$ cat config.mk
export PLATFORM = sky130hd
export DESIGN_NAME = mix_columns_engine
export DESIGN_NICKNAME = d
export VERILOG_FILES = /design/src/rtl/aes_pkg.sv /design/src/rtl/mix_column_core.sv /design/src/rtl/mix_columns_engine.sv
export SDC_FILE = /design/constraint.sdc
export NUM_CORES = 1
export LEC_CHECK = 0
export CAP_MARGIN = 20
export CORE_UTILIZATION = 47
export CTS_BUF_LIST = sky130_fd_sc_hd__clkbuf_4 sky130_fd_sc_hd__clkbuf_8
export DETAILED_ROUTE_END_ITERATION = 7
export GPL_ROUTABILITY_DRIVEN = 0
export HOLD_SLACK_MARGIN = 0.03
export PLACE_DENSITY = 0.81
export SYNTH_ARGS = -nofsm -noshare
export SYNTH_HDL_FRONTEND = slang
export SYNTH_SLANG_ARGS = --single-unit
export TNS_END_PERCENT = 100
$ cat constraint.sdc
create_clock -name clk -period 4.73 [get_ports clk]
set_clock_uncertainty 0.15 [all_clocks]
set_input_delay 0.7095 -clock clk [delete_from_list [all_inputs] [get_ports clk]]
set_output_delay 0.7095 -clock clk [all_outputs]
set_load 0.05 [all_outputs]
$ cat src/rtl/aes_pkg.sv
// Shared AES definitions: GF(2^8) reduction polynomial, xtime helper and
// the state encoding used by the column-mixing controller.
package aes_pkg;

    localparam logic [8:0] AES_POLY = 9'h11B;

    typedef enum logic [1:0] {
        ST_IDLE = 2'd0,
        ST_BUSY = 2'd1,
        ST_DONE = 2'd2
    } mc_state_t;

    // Multiply by x in GF(2^8), reducing by the AES polynomial.
    function automatic logic [7:0] xtime(input logic [7:0] b);
        return {b[6:0], 1'b0} ^ (b[7] ? AES_POLY[7:0] : 8'h00);
    endfunction

endpackage

$ cat src/rtl/mix_column_core.sv
// Combinational MixColumns / InvMixColumns on one 32-bit column.
// Row 0 byte sits in the MSB; shared by encrypt and decrypt round datapaths.
module mix_column_core
    import aes_pkg::*;
(
    input  logic [31:0] i_col,
    input  logic        i_inv,
    output logic [31:0] o_col
);

    logic [7:0] w_a  [4];
    logic [7:0] w_a2 [4];
    logic [7:0] w_a4 [4];
    logic [7:0] w_a8 [4];
    logic [7:0] w_m0 [4];
    logic [7:0] w_m1 [4];
    logic [7:0] w_m2 [4];
    logic [7:0] w_m3 [4];

    // m0..m3 are the products with the first-row coefficients:
    // forward {02,03,01,01}, inverse {0e,0b,0d,09}, built from xtime chains.
    always_comb begin
        for (int i = 0; i < 4; i++) begin
            w_a[i]  = i_col[31-8*i -: 8];
            w_a2[i] = xtime(w_a[i]);
            w_a4[i] = xtime(w_a2[i]);
            w_a8[i] = xtime(w_a4[i]);
            w_m0[i] = i_inv ? (w_a8[i] ^ w_a4[i] ^ w_a2[i]) : w_a2[i];
            w_m1[i] = i_inv ? (w_a8[i] ^ w_a2[i] ^ w_a[i])  : (w_a2[i] ^ w_a[i]);
            w_m2[i] = i_inv ? (w_a8[i] ^ w_a4[i] ^ w_a[i])  : w_a[i];
            w_m3[i] = i_inv ? (w_a8[i] ^ w_a[i])            : w_a[i];
        end
    end

    assign o_col[31:24] = w_m0[0] ^ w_m1[1] ^ w_m2[2] ^ w_m3[3];
    assign o_col[23:16] = w_m0[1] ^ w_m1[2] ^ w_m2[3] ^ w_m3[0];
    assign o_col[15:8]  = w_m0[2] ^ w_m1[3] ^ w_m2[0] ^ w_m3[1];
    assign o_col[7:0]   = w_m0[3] ^ w_m1[0] ^ w_m2[1] ^ w_m3[2];

endmodule

$ cat src/rtl/mix_columns_engine.sv
// Iterative AES (Inv)MixColumns engine: LANES columns per BUSY cycle,
// valid/ready on both sides, optional registered output stage.
//
//   state | meaning
//   IDLE  | waiting for a block, in_ready high
//   BUSY  | transforming columns in place, col advances by LANES
//   DONE  | result presented until the consumer takes it
module mix_columns_engine
    import aes_pkg::*;
#(
    parameter int LANES   = 1,
    parameter bit OUT_REG = 1'b0
) (
    input  logic         clk,
    input  logic         rst_n,
    input  logic         in_valid,
    output logic         in_ready,
    input  logic [127:0] data_in,
    input  logic         inv,
    output logic         out_valid,
    input  logic         out_ready,
    output logic [127:0] data_out,
    output logic         busy
);

    if (LANES != 1 && LANES != 2 && LANES != 4) begin : g_bad_lanes
        $error("mix_columns_engine: LANES must be 1, 2 or 4");
    end

    localparam logic [1:0] COL_STEP = LANES[1:0];
    localparam logic [1:0] LAST_COL = 2'(4 - LANES);

    mc_state_t     r_fsm;
    mc_state_t     w_fsm_nxt;
    logic [127:0]  r_blk;
    logic          r_inv;
    logic [1:0]    r_col;

    logic          w_accept;
    logic          w_out_fire;
    logic          w_last;
    logic [127:0]  w_blk_step;
    logic [31:0]   w_cols     [4];
    logic [31:0]   w_cols_nxt [4];
    logic [1:0]    w_idx      [LANES];
    logic [31:0]   w_lane_in  [LANES];
    logic [31:0]   w_lane_out [LANES];

    assign w_out_fire = out_valid & out_ready;
    assign in_ready   = (r_fsm == ST_IDLE) | ((r_fsm == ST_DONE) & w_out_fire);
    assign w_accept   = in_valid & in_ready;
    assign w_last     = (r_col == LAST_COL);
    assign busy       = (r_fsm == ST_BUSY);

    always_ff @(posedge clk or negedge rst_n) begin
        if (!rst_n) begin
            r_fsm <= ST_IDLE;
        end else begin
            r_fsm <= w_fsm_nxt;
        end
    end

    always_comb begin
        w_fsm_nxt = r_fsm;
        case (r_fsm)
            ST_IDLE: if (in_valid) w_fsm_nxt = ST_BUSY;
            ST_BUSY: if (w_last) w_fsm_nxt = ST_DONE;
            ST_DONE: if (w_out_fire) w_fsm_nxt = in_valid ? ST_BUSY : ST_IDLE;
            default: w_fsm_nxt = ST_IDLE;
        endcase
    end

    for (genvar g = 0; g < LANES; g++) begin : g_lane
        assign w_idx[g]     = r_col + 2'(g);
        assign w_lane_in[g] = w_cols[w_idx[g]];
        mix_column_core u_core (
            .i_col (w_lane_in[g]),
            .i_inv (r_inv),
            .o_col (w_lane_out[g])
        );
    end

    // Only the columns handled by a lane this cycle change; the rest pass through.
    always_comb begin
        for (int c = 0; c < 4; c++) begin
            w_cols[c]     = r_blk[127-32*c -: 32];
            w_cols_nxt[c] = w_cols[c];
        end
        for (int g = 0; g < LANES; g++) begin
            w_cols_nxt[w_idx[g]] = w_lane_out[g];
        end
        w_blk_step = '0;
        for (int c = 0; c < 4; c++) begin
            w_blk_step[127-32*c -: 32] = w_cols_nxt[c];
        end
    end

    always_ff @(posedge clk or negedge rst_n) begin
        if (!rst_n) begin
            r_blk <= '0;
            r_inv <= 1'b0;
            r_col <= 2'd0;
        end else if (w_accept) begin
            r_blk <= data_in;
            r_inv <= inv;
            r_col <= 2'd0;
        end else if (r_fsm == ST_BUSY) begin
            r_blk <= w_blk_step;
            r_col <= r_col + COL_STEP;
        end
    end

    if (OUT_REG) begin : g_out_reg
        logic         r_out_valid;
        logic [127:0] r_data_out;

        // The result is copied into the output stage on the first DONE cycle,
        // so valid rises one cycle later and holds until taken.
        always_ff @(posedge clk or negedge rst_n) begin
            if (!rst_n) begin
                r_out_valid <= 1'b0;
                r_data_out  <= '0;
            end else begin
                r_out_valid <= (r_fsm == ST_DONE) & ~w_out_fire;
                if ((r_fsm == ST_DONE) && !r_out_valid) begin
                    r_data_out <= r_blk;
                end
            end
        end

        assign out_valid = r_out_valid;
        assign data_out  = r_data_out;
    end else begin : g_out_comb
        assign out_valid = (r_fsm == ST_DONE);
        assign data_out  = r_blk;
    end

endmodule
==> run summary, run 1 <==
Syn. warnings: 0
remaining antenna violation count: 0
CP peak stage delay: 0.80 ns
die width: 133.5 um
setup tns final: 0 ns
Fill cells: 1,237
CTS H-Tree Depth: 4
IO Pins: 264
DRC Markers: 0
Root Buffer Master: clkbuf_8
register area share after synthesis: 40.98%
gr usage total: 31.62%
diode count: 0
slowest stage cell, crit path: dfrtp_2
first-pass GRT wire length: 41.79 mm
Syn Nets: 835
Final nets: 1,077
FF/Latch Area: 0.003329 mm^2
final non-filler cell total: 1,172
status: finished clean
most frequent cells in the layout: clkdlybuf4s50_1 (262), dfrtp_1 (132), a22oi_1 (128)
WL/cell: 23.48 um
dpl hpwl: 19.83 mm
Final setup viols: 0
DR iter-0 viols: 629
clk slew on worst S/H paths: 0.08 ns
multi-input logic area: 0.004574 mm^2
initial core utilization: 48.63%
Synth Area per Inst: 11.64 um^2
layout cells sized above 1: 10.19%
Die Ht: 133.5 um
I/O Buffers: 263
Critical Path RT: 4.88 ns
total wire length: 27.51 mm
Hold WS: 0.1840 ns
kind of critical path: reg2reg
initial antenna violation count: 0
Mapped Area: 0.008122 mm^2
CTS Hold Buffers Added: 0
final hold viol count: 0
CTS tree: built
die area: 0.01781 mm^2
Max FO, Critical Path: 18
most common cell after layout, fill and taps aside: clkdlybuf4s50_1
HP Class: in2async
Seq cells post-synth: 133
Slew Viols, Final: 0
Critical Path AT: 4.42 ns
DR vias: 7,152
Crit path buffers/inverters: 1
dominant synthesized flop cell: dfrtp_1
core area: 0.01670 mm^2
dpl cells: 1,139
CTS sink count: 133
Netlist cell types: 29
GRT overflow: 0
Fmax: 0.2346 GHz
number of buffers added for setup after CTS: 0
post-cts gate resize count: 0
CP Cell Sequence: buf_4 -> mux4_2 -> xnor2_1 -> xnor3_1 -> xor3_1 -> nand2_1 -> xnor2_1 -> o21ai_0
largest net degree at the start of global routing: 98
Clock Latency Late Sink: 0.46 ns
period utilisation layout: 90.11%
clock buffer depth: 2
slew margin rel.: 23.52%
unrepaired setup endpoints after global routing: false
Tmin final: 4.262 ns
most numerous cell on the critical path: xnor2_1
asr flop ratio synth: 100.0%
Rows: 47
CTS buffer count: 17
vias per std cell: 6.102
total of max-cap violations: 0
First-pass DRT Iterations: 7
P&R area growth vs syn: 40.87%
vias in the first global route: 7,205
Cells after Synth: 698
CP Capture Type: register
Worst Max-Slew Pin Slew: 1.145 ns
CP startpoint kind: register
CP top delay family: XOR/XNOR gates
EDFF count, synth: 0
stage by stage:
step / util (%) / setup slack [ns] / area [um^2]
2_1_floorplan: - / 1.399 / 8122
3_3_place_gp: 65.46 / 0.6452 / 10930
4_1_cts: 68.18 / 0.4925 / 11390
6_report: 68.50 / 0.4676 / 11440
5_1_grt: 68.50 / 0.2703 / 11440
3_5_place_dp: 65.46 / 0.5128 / 10930
path summary, 6_finish.rpt:
kind | start | to | slack, ns | cells after the start
min reg2reg | data_out[69] | data_out[69] | 0.38 | 2
max in group asynchronous | rst_n | data_out[58] | 3.25 | 2
max | r_col[0] | data_out[83] | 0.47 | 8
max reg2reg | r_col[0] | data_out[83] | 0.47 | 8
min in group clk | data_out[69] | data_out[69] | 0.38 | 2
min | rst_n | data_out[37] | 0.18 | 1
flip-flops by register name, indices dropped and copies added, names as in the netlist:
name and flops:
r_inv 1, data_out 128, r_col 2, r_fsm 2
cells by family (layout without fill, tap and decap cells):
family	after synthesis	in the layout	synth area share (%)
adder cells (fa/ha/maj)	4	4	0.6163
flip-flops	133	133	40.98
AND/OR/NAND/NOR	31	31	1.802
buffers and inverters	60	314	3.281
AO/OA/AOI/OAI	265	265	20.35
XOR/XNOR	169	169	23.59
multiplexers	36	36	9.382
routing by layer:
metal	part of all wire (%)	wire length (um)	up-vias	global-route usage [%]
met5	0	0	-	0
met4	3.4	922	0	14.39
met3	8.7	2393	70	6.811
met2	49	13570	444	51.27
met1	39	10630	3568	40.77
li1	-	-	3070	-
cell type report:
class / count / area share [%]
clock buffer: 18 / 2.165
clock inverter: 13 / 1.794
inverter: 4 / 0.1312
multi-input combinational: 505 / 39.98
sequential: 133 / 29.10
tap: 220 / 2.406
timing repair buffer: 279 / 24.42
cells in the mapped netlist (all sizes together), types with 5 or more instances:
library cell | n | area (um^2)
a22oi | 128 | 960.9
and2 | 5 | 31.28
dfrtp | 133 | 3328
o21ai | 129 | 645.6
xnor2 | 110 | 1042
mux4 | 32 | 720.7
a21oi | 6 | 30.03
xnor3 | 21 | 473.0
buf | 12 | 86.33
clkbuf | 44 | 165.2
xor2 | 34 | 305.3
nand2 | 15 | 56.30
Power of run 1 is left out: the tool's default activity adds up to more than one toggle a clock period on the data nets, which glitch-free logic cannot reach.
==> run 2: changes to the inputs <==
- GPL_ROUTABILITY_DRIVEN: 0 -> not set
- SKIP_CTS_REPAIR_TIMING: not set -> 1
==> run summary, run 2 (same netlist as run 1, synthesis figures left out) <==
status: finished clean (unchanged)
Slew Viols, Final: 0 (unchanged)
die area: 0.01781 mm^2 (unchanged)
worst reg2reg path depth: 7 (was 8)
slowest stage cell, crit path: dfrtp_2 (unchanged)
Die Ht: 133.5 um (unchanged)
core area: 0.01670 mm^2 (unchanged)
Crit path buffers/inverters: 0 (was 1)
Critical R2R Launch: r_col[0] (unchanged)
worst reg-to-reg setup slack: 0.38 ns (was 0.47 ns)
gr usage total: 32.48% (was 31.62%)
I/O Buffers: 263 (unchanged)
DR vias: 7,191 (was 7,152)
setup tns final: 0 ns (unchanged)
Final nets: 1,077 (unchanged)
vias per std cell: 6.151 (was 6.102)
Root Buffer Master: clkbuf_8 (unchanged)
HP Class: in2async (unchanged)
Fmax: 0.2300 GHz (was 0.2346 GHz)
clk slew on worst S/H paths: 0.07 ns (was 0.08 ns)
final hold viol count: 0 (unchanged)
CP peak stage delay: 0.96 ns (was 0.80 ns)
Tmin final: 4.348 ns (was 4.262 ns)
Clock Latency Late Sink: 0.46 ns (about the same)
P&R area growth vs syn: 40.03% (was 40.87%)
final non-filler cell total: 1,169 (was 1,172)
layout cells sized above 1: 9.905% (was 10.19%)
period utilisation layout: 91.93% (was 90.11%)
routability cong.: 1.016
total of max-cap violations: 0 (unchanged)
Critical Path RT: 4.89 ns (was 4.88 ns)
CP top delay family: XOR/XNOR gates (unchanged)
GRT overflow: 0 (unchanged)
Rows: 47 (unchanged)
CTS tree: built (unchanged)
cell area after layout: 0.01137 mm^2 (was 0.01144 mm^2)
most frequent cells in the layout: clkdlybuf4s50_1 (262), dfrtp_1 (132), a22oi_1 (128) (unchanged)
Final setup viols: 0 (unchanged)
Placed Area: 0.01093 mm^2 (unchanged)
DR iter-0 viols: 732 (was 629)
Worst Max-Slew Pin Slew: 1.150 ns (was 1.145 ns)
Max FO, Critical Path: 24 (was 18)
first-pass GRT wire length: 42.81 mm (was 41.79 mm)
vias in the first global route: 7,438 (was 7,205)
diode count: 0 (unchanged)
DRC Markers: 0 (unchanged)
CP Capture Type: register (unchanged)
IO Pins: 264 (unchanged)
FF/Latch Area: 0.003329 mm^2 (unchanged)
clock buffer depth: 2 (unchanged)
total wire length: 28.11 mm (was 27.51 mm)
remaining antenna violation count: 0 (unchanged)
dpl hpwl: 19.98 mm (was 19.83 mm)
initial antenna violation count: 0 (unchanged)
CTS buffer count: 17 (unchanged)
dpl cells: 1,139 (unchanged)
largest net degree at the start of global routing: 98 (unchanged)
CTS sink count: 133 (unchanged)
initial core utilization: 48.63% (unchanged)
max reg flops: 128 (unchanged)
WL/cell: 24.05 um (was 23.48 um)
unrepaired setup endpoints after global routing: false (unchanged)
First-pass DRT Iterations: 7 (unchanged)
CP startpoint kind: register (unchanged)
multi-input logic area: 0.004574 mm^2 (unchanged)
slew margin rel.: 23.14% (was 23.52%)
Fill cells: 1,280 (was 1,237)
most common cell after layout, fill and taps aside: clkdlybuf4s50_1 (unchanged)
CTS H-Tree Depth: 4 (unchanged)
kind of critical path: reg2reg (unchanged)
Critical Path AT: 4.51 ns (was 4.42 ns)
r2r endpoint: data_out[19] (was data_out[83])
CP Cell Sequence: mux4_2 -> xnor2_1 -> xor3_1 -> xor3_1 -> nand2_1 -> xnor2_1 -> o21ai_0 (was buf_4 -> mux4_2 -> xnor2_1 -> xnor3_1 -> xor3_1 -> nand2_1 -> xnor2_1 -> o21ai_0)
die width: 133.5 um (unchanged)
-- run 2: cell type report --
cell class,count,area share [%]
repair buffers,279,24.57
well taps,220,2.420
flip-flops and latches,133,29.28
multi-input cells,505,40.22
clock inverters,4,0.6381
inverters,4,0.1320
clock buffers,24,2.740
-- run 2: stage by stage --
step	setup slack (ns)	hold slack [ns]	utilization [%]
global placement	0.4970	0.3644	65.46
detailed placement	0.4359	0.3698	65.46
finish	0.3816	0.1925	68.09
floorplan	1.399	0.2639	-
CTS	0.4176	0.2055	67.76
global route	0.2090	0.2524	68.09
-- run 2: worst max-delay path by stage --
stage                         from             to  slack, ns  cells after the start
final                     r_col[0]   data_out[19]       0.38                      7
after detailed placement  r_col[0]   data_out[51]       0.44                      7
after global routing      r_col[0]   data_out[83]       0.21                      7
after floorplan           r_col[0]   data_out[22]       1.40                     11
after CTS                 r_col[0]  data_out[116]       0.42                      7
after global placement    r_col[0]   data_out[51]       0.50                      7
-- run 2: metal layers --
layer	global-route usage (%)	part of all wire, %
met1	41.95	38
met2	52.58	49
met3	7.534	9.5
met4	13.95	2.9
met5	0	0
Power of run 2 is left out for the same reason.
